$ cat config.mk
export PLATFORM = sky130hd
export DESIGN_NAME = fir_mac_datapath
export DESIGN_NICKNAME = d
export VERILOG_FILES = /design/src/rtl/fir_mac_datapath.sv
export SDC_FILE = /design/constraint.sdc
export NUM_CORES = 2
export LEC_CHECK = 0
export CAP_MARGIN = 20
export CORE_MARGIN = 2
export CORE_UTILIZATION = 40
export CTS_CLUSTER_SIZE = 24
export DETAILED_ROUTE_END_ITERATION = 7
export GPL_TIMING_DRIVEN = 0
export PLACE_DENSITY = 0.67
export SYNTH_ARGS = -nofsm -noshare
export SYNTH_HDL_FRONTEND = slang
export SYNTH_SLANG_ARGS = --single-unit
$ cat constraint.sdc
create_clock -name clk -period 11.2 [get_ports clk]
set_clock_uncertainty 0.2 [all_clocks]
set_input_delay 3.36 -clock clk [delete_from_list [all_inputs] [get_ports clk]]
set_output_delay 3.36 -clock clk [all_outputs]
set_load 0.005 [all_outputs]
$ cat src/rtl/fir_mac_datapath.sv
// fir_mac_datapath: FIR sample shift register, shadow/working coefficient banks, counters and MAC.
// Define FIR_SATURATE_EN to clamp the rounded output instead of wrapping it.
module fir_mac_datapath #(
  parameter int DATA_W    = 16,
  parameter int COEF_W    = 16,
  parameter int TAPS      = 16,
  parameter int N_MAX     = 256,
  parameter int FRAC_BITS = 15,
  parameter int ACC_W     = DATA_W + COEF_W + $clog2(TAPS)
) (
  input  logic                       clk,
  input  logic                       rst_n,
  input  logic [$clog2(N_MAX):0]     cfg_len,
  input  logic                       coef_we,
  input  logic [$clog2(TAPS)-1:0]    coef_waddr,
  input  logic [COEF_W-1:0]          coef_wdata,
  output logic [$clog2(N_MAX)-1:0]   smp_raddr,
  input  logic [DATA_W-1:0]          smp_rdata,
  output logic                       out_we,
  output logic [$clog2(N_MAX)-1:0]   out_addr,
  output logic [DATA_W-1:0]          out_data,
  input  logic                       FSM_zapisz_wsp,
  input  logic                       FSM_zapisz_probki,
  input  logic                       FSM_reset_petla,
  input  logic                       FSM_petla_en,
  input  logic                       FSM_reset_licznik,
  input  logic                       FSM_nowa_probka,
  input  logic                       FSM_reset_shift,
  input  logic                       FSM_nowa_shift,
  input  logic                       FSM_reset_Acc,
  input  logic                       FSM_Acc_en,
  input  logic                       FSM_Acc_zapisz,
  output logic                       Petla_full,
  output logic                       Licznik_full
);
  localparam int KW = $clog2(TAPS);
  localparam int AW = $clog2(N_MAX);
  localparam int LW = AW + 1;
  localparam int PW = DATA_W + COEF_W;
  logic [KW-1:0] k;
  logic [AW-1:0] n;
  logic [LW-1:0] len_q, len_last;
  logic signed [DATA_W-1:0] sh [TAPS];
  logic signed [COEF_W-1:0] sc [TAPS];
  logic signed [COEF_W-1:0] wc [TAPS];
  logic signed [PW-1:0] prod;
  logic signed [ACC_W-1:0] acc, mac, acc_rnd, r;
  logic [DATA_W-1:0] r_red;
`ifdef FIR_SATURATE_EN
  localparam logic signed [ACC_W-1:0] MAX_V = {{(ACC_W-DATA_W+1){1'b0}}, {(DATA_W-1){1'b1}}};
  localparam logic signed [ACC_W-1:0] MIN_V = {{(ACC_W-DATA_W+1){1'b1}}, {(DATA_W-1){1'b0}}};
`endif
  assign len_last     = len_q - LW'(1);
  assign Petla_full   = (k == KW'(TAPS - 1));
  assign Licznik_full = ({1'b0, n} == len_last);
  assign smp_raddr    = n;
  always_comb begin
    prod    = sh[k] * wc[k];
    mac     = {{(ACC_W-PW){prod[PW-1]}}, prod};
    acc_rnd = acc + (ACC_W'(1) << (FRAC_BITS - 1));
    r       = acc_rnd >>> FRAC_BITS;
`ifdef FIR_SATURATE_EN
    r_red   = (r > MAX_V) ? MAX_V[DATA_W-1:0] : (r < MIN_V) ? MIN_V[DATA_W-1:0] : r[DATA_W-1:0];
`else
    r_red   = r[DATA_W-1:0];
`endif
  end
  always_ff @(posedge clk or negedge rst_n) begin
    if (!rst_n) begin
      k     <= '0;
      n     <= '0;
      len_q <= LW'(N_MAX);
    end else begin
      if (FSM_reset_petla) k <= '0;
      else if (FSM_petla_en) k <= Petla_full ? k : k + KW'(1);
      if (FSM_reset_licznik) n <= '0;
      else if (FSM_nowa_probka) n <= ({1'b0, n} < len_last) ? n + AW'(1) : n;
      if (FSM_zapisz_probki)
        len_q <= (cfg_len == '0 || cfg_len > LW'(N_MAX)) ? LW'(N_MAX) : cfg_len;
    end
  end
  // Non-blocking copy means a same-edge shadow write lands after the working bank samples it.
  always_ff @(posedge clk or negedge rst_n) begin
    if (!rst_n) begin
      for (int i = 0; i < TAPS; i++) begin
        sc[i] <= '0;
        wc[i] <= '0;
        sh[i] <= '0;
      end
    end else begin
      if (coef_we) sc[coef_waddr] <= coef_wdata;
      if (FSM_zapisz_wsp) wc <= sc;
      if (FSM_reset_shift) begin
        for (int i = 0; i < TAPS; i++) sh[i] <= '0;
      end else if (FSM_nowa_shift) begin
        sh[0] <= smp_rdata;
        for (int i = 1; i < TAPS; i++) sh[i] <= sh[i-1];
      end
    end
  end
  always_ff @(posedge clk or negedge rst_n) begin
    if (!rst_n) begin
      acc      <= '0;
      out_we   <= 1'b0;
      out_addr <= '0;
      out_data <= '0;
    end else begin
      if (FSM_reset_Acc || FSM_Acc_zapisz) acc <= '0;
      else if (FSM_Acc_en) acc <= acc + mac;
      out_we <= FSM_Acc_zapisz;
      if (FSM_Acc_zapisz) begin
        out_data <= r_red;
        out_addr <= n;
      end
    end
  end
endmodule

Yosys cells after proc, flatten, opt, wreduce, memory -nomap -nowiden

Index checks and enable logic that the tools add are counted.
Widths: inputs -> output; s select.

Register bits: 850
Bits of input ports: 59
Output and inout bits: 35
Word-level logic and storage cells: 102

Add/sub/neg operators: 5
Multiply operators: 1
Order comparisons: 5
Equality and inequality tests: 3
Mux-type cells: 20
Bitwise gates (word level): 2
Reduce and logical (&&, ||, !) cells: 11

Operator list:

| cell                   | count |
|---|---|
| $mux 256               | 2 |
| $bwmux 256             | 1 |
| $bmux 16 s4            | 2 |
| $mux 16                | 5 |
| $mux 36                | 2 |
| $demux 16 s4           | 1 |
| $add 36x32->36         | 1 |
| $mul 16x16->32         | 1 |
| $add 31x16->31 const B | 1 |
| $mux 8                 | 3 |
| $mux 4                 | 3 |
| $ge 5x5->1 const B     | 2 |
| $not 4->5              | 2 |
| $reduce_bool 2->1      | 5 |
| $eq 8x9->1             | 1 |
| $gt 9x9->1 const B     | 1 |
| $logic_not 9->1        | 1 |
| $lt 8x9->1             | 1 |
| $mux 9                 | 1 |
| $sub 9x1->9 const B    | 1 |
| $add 8x1->8 const B    | 1 |
| $lt 5x1->1 const B     | 1 |
| $add 4x1->4 const B    | 1 |
| $eq 4x4->1 const B     | 1 |
| 4 further kinds        | 6 |

Logic depth before layout (Yosys ltp)

Depth in word-level cells: 8
Depth in mapped cells: 34
Gate-level depth less buffers: 27

Worst setup path after synthesis

No wires, ideal clock.

Path kind: reg2reg
Start: register k[0]
End: register acc[19]
Library setup time: 121 ps
Arrival: 7,739 ps
Data required time: 10,879 ps
Setup slack: 3,140 ps
Stages on the path, launching flop included: 33
Buffers on the path: 7
Clock period less this slack: 8,060 ps
Cell sequence: dfrtp_1 -> buf_6 -> buf_6 -> buf_6 -> buf_2 -> buf_6 -> buf_4 -> mux4_2 -> mux2i_1 -> nand2_1 -> o21ai_1 -> buf_2 -> nor2_1 -> fa_1 -> inv_1 -> fa_1 -> fa_1 -> fa_1 -> inv_1 -> fa_1 -> inv_1 -> fa_1 -> inv_1 -> ha_1 -> a21oi_1 -> a21boi_1 -> or4_1 -> a21oi_1 -> nor2_1 -> a31oi_1 -> o21ai_1 -> xor2_1 -> a22o_1

Longest elaborated chain between the ends: 8
Elaborated cells on any way between the ends: 11
Classes of those cells: add/sub: 1; mul: 1; mux: 8; bitwise: 1

Ends and longest elaborated chain:

| item                                        | line | RTL |
|---|---|---|
| start, declared                             | 40   | `logic [KW-1:0] k;` |
| start signal, assigned                      | 75   | `else if (FSM_petla_en) k <= Petla_full ? k : k + KW'(1);` |
| $not 4->5 (implied by the code) (*)         | 58   | `prod = sh[k] * wc[k];` |
| $bmux 16 s4                                 | 58   |  |
| $mux 16 (implied by the code) (2 in series) | 58   |  |
| $mul 16x16->32 (*)                          | 58   |  |
| $add 36x32->36 (*)                          | 109  | `else if (FSM_Acc_en) acc <= acc + mac;` |
| $mux 36 (*)                                 | 109  |  |
| $mux 36 (*)                                 | 108  | `if (FSM_reset_Acc \|\| FSM_Acc_zapisz) acc <= '0;` |
| end signal, assigned                        | 109  |  |
| end, declared                               | 47   | `logic signed [ACC_W-1:0] acc, mac, acc_rnd, r;` |

Mark *: on every way between the ends. The rest lies on a longest branch, timed or not. The select of a mux whose other input is x is not followed.
A chain may end at the register's enable or synchronous reset.

Worst setup path after layout

Start: register k[1]
End: register acc[29]

Same word-level chain as after synthesis.

==> impl_metrics.toml <==
[logic_synthesis]
synth_edf_count = 0
synthCells = 3691
synth.avg_cell_area_um2 = 12.72
ys_types = 53
synthSimpleGateAreaFrac_pct = 6.074
yosysTopAreaCellShare_pct = 44.97
async_flop_share_pct = 100.0
synth_most_common_cell = "dfrtp_1"
synth_compound_area_share_pct = 2.464
synth_nets = 4143
synthMuxAreaShare_pct = 25.44
synth_top_family_by_area = "multiplexers"
synth_top_cell_by_area = "dfrtp_1"
synthXorXnorAreaFrac_pct = 1.361
ys_warn_count = 0
synth.top_cells.by_area = "dfrtp_1 45%, mux2_2 13%, fa_1 12%"
ys_seq_elements = 845
yosys.area_share.adder_pct = 15.02
ys_seq_area_share_pct = 45.02
synth_commonest_cells = "844 x dfrtp_1, 542 x mux2_2, 451 x nor2_1, 340 x inv_1, 285 x fa_1"
syn_area_um2 = 46970
yosys_most_used_dff = "dfrtp_1"

[cts]
cts_tree = "built"
cts_resized = 0
clk_pin_slew_worst_paths_ps = 60
cts_buffer_depth = 3
numCtsBuffers = 91
cts_root_buf = "clkbuf_16"
insertion_delay_ps = 670
ctsHoldBuffers = 0
htreeDepth = 3
postCtsSetupBuffers = 0
cts_sinks = 845

[layout]
fin_area_um2 = 53180
final_util_pct = 45.70
antenna_cells = 0
drive_above_1_share_pct = 22.60
area_delta_synth_final_pct = 13.22
fillers = 10490
fin_nets = 4343

[detailed_routing]
drt-met1-wl_um = 53160
wl_um = 119800
route.antenna.remaining_nets = 0
post-route-drc-count = 0
wl_met3_um = 6425
viasPerCell = 5.308
drt_iter0_markers = 2217
met2WireLength_um = 56660
wl_per_cell_um = 21.84
firstDrtPassIters = 6
highest_layer = "met4"
vias = 29110

[die]
die_w_um = 346.7
start_util_pct = 40.36
die_area_um2 = 120200
ios = 94
core_um2 = 116400
rows = 125
die_h_um = 346.7

[setup_path]
worstSetupPathType = "flip-flop to flip-flop"
r2r_cells = 30
slowest_stage = "clkbuf_1"
cpPeakStageDelay_ps = 740
endpoint = "acc[29]$_DFFE_PN0P_"
crit_fanout = 10
reg2reg_slack_ps = 470
critPathArrivalTime_ps = 11080
end_kind = "flip-flop"
cp_common_cell = "fa_1"
worstReg2RegStart = "k[1]$_DFFE_PN0P_"
startpoint = "k[1]$_DFFE_PN0P_"
critPathRequiredTime_ps = 11550
reg2reg_to = "acc[29]$_DFFE_PN0P_"
startpoint_type = "flip-flop"

[global_routing]
grt_overflow_total = 0
grt_pass1_wl_um = 187300
grt_pass1_vias = 30800
grt_use_total_pct = 20.28
antenna_found_initial = 1
grt_start_max_net_pins = 126

[sta]
finalSetupTns_ps = 0
rsz0062_at_grt = "no"
finalSetupViolations = 0
drv_slew = 0
post-route-period-util_pct = 95.83
tightest_slew_ps = 1186
slew_headroom_pct = 20.66
final_hold_viol_count = 0
final.min_clock_period_ps = 10730
max_freq_ghz = 0.09317

[placement]
gp_congestion = 0.9332
io_buffers = 86
hpwl_um = 88290
dpl-instance-area_um2 = 50040

[power]
power.density_nw_per_um2 = 211.2
power_w = 0.01123
p_leak_nw = 24.68
peakVddDrop_uv = 161.6

[run]
maxCapViolations = 0

[worst_hold_path]
hold_class = "flip-flop to flip-flop"

[outcome]
status = "finished, final reports clean"
## where the power goes
part / leakage (nW) / total (W) / switching (W) / internal [W]
clock network: 1.52 / 0.00312 / 0.00127 / 0.00185
logic: 12.3 / 0.00427 / 0.00237 / 0.00190
registers: 10.9 / 0.00384 / 0.000274 / 0.00357
## cells in the final DEF, fill, tap and decap left out, types with 11 or more instances in the layout
cell,Yosys,layout
nor2_1,451,451
clkbuf_16,0,93
buf_4,7,13
clkbuf_8,0,17
a21oi_1,42,42
inv_2,11,11
mux4_2,135,135
nand2_1,144,144
mux2_2,542,542
inv_1,340,340
o21ai_0,15,15
clkdlybuf4s50_1,0,85
nor3_1,13,12
nand3_1,21,21
buf_2,20,22
o21a_1,13,13
xnor2_1,45,45
a22o_1,32,32
nor2b_1,13,13
clkbuf_1,140,160
buf_1,32,32
dfrtp_1,844,844
ha_1,108,108
clkinv_2,0,14
mux2i_1,280,280
fa_1,285,285
o21ai_1,22,22
xor2_1,28,28
nand2b_1,18,18
nand4_1,11,11
## sequential cells by signal, indices dropped and copies added, names as in the netlist
register   count
sc           256
sh           256
wc           256
acc           31
out_data      16
len_q          9
out_addr       8
smp_raddr      8
k              4
out_we         1
## worst min-delay path by stage
stage                         from             endpoint  slack (ps)  depth (start not counted)
3_5_place_dp   sc[236]$_DFFE_PN0P_  wc[236]$_DFFE_PN0P_         290                          1
2_1_floorplan   acc[6]$_DFFE_PN0P_   acc[6]$_DFFE_PN0P_         260                          2
3_3_place_gp   sc[194]$_DFFE_PN0P_  wc[194]$_DFFE_PN0P_         280                          1
6_report       sc[253]$_DFFE_PN0P_  wc[253]$_DFFE_PN0P_         270                          1
5_1_grt        sc[253]$_DFFE_PN0P_  wc[253]$_DFFE_PN0P_         290                          1
4_1_cts        sc[253]$_DFFE_PN0P_  wc[253]$_DFFE_PN0P_         270                          1
## stage by stage
stage	hold slack [ps]	std cells	worst slack [ps]
floorplan	256.3	3691	3140
global placement	280.2	5301	-31600
detailed placement	285.6	5318	272.9
CTS	265.8	5480	242.0
global route	288.3	5484	90.85
finish	273.1	5484	467.1
## cell families (layout without fill, tap and decap cells)
group	count (synthesis)	after routing
AND/OR/NAND/NOR	699	699
buffers and inverters	556	825
AO/OA/AOI/OAI	168	168
adder cells (fa/ha/maj)	393	393
XOR/XNOR	73	73
flip-flops	845	845
multiplexers	957	957
## cell type report
type	instances	area (um^2)	share of cell area, %
Multi-Input combinational cell	2290	23660	44.49
Sequential cell	845	21150	39.77
Clock buffer	130	2636	4.957
Tap cell	1524	1907	3.586
Inverter	353	1325	2.492
Timing Repair Buffer	107	1196	2.249
Buffer	203	843.3	1.586
Clock inverter	32	466.7	0.8776
## layer usage
layer / up-vias / GRT usage, %
li1: 12800 / -
met3: 205 / 3.145
met2: 747 / 32.89
met4: 0 / 5.945
met5: - / 0
met1: 15360 / 28.26
## worst max-delay path, delay by kind of cell (launching register included)
kind | cells | cell delay [ps]
adders and majority gates | 7 | 3400
AOI/OAI and AO/OA | 6 | 1640
and+or+nand+nor | 5 | 1090
buffers and inverters | 9 | 2590
muxes | 2 | 1020
xor gates and xnor gates | 1 | 180
DFF | 1 | 470
Power figures use the tool's default switching activity.
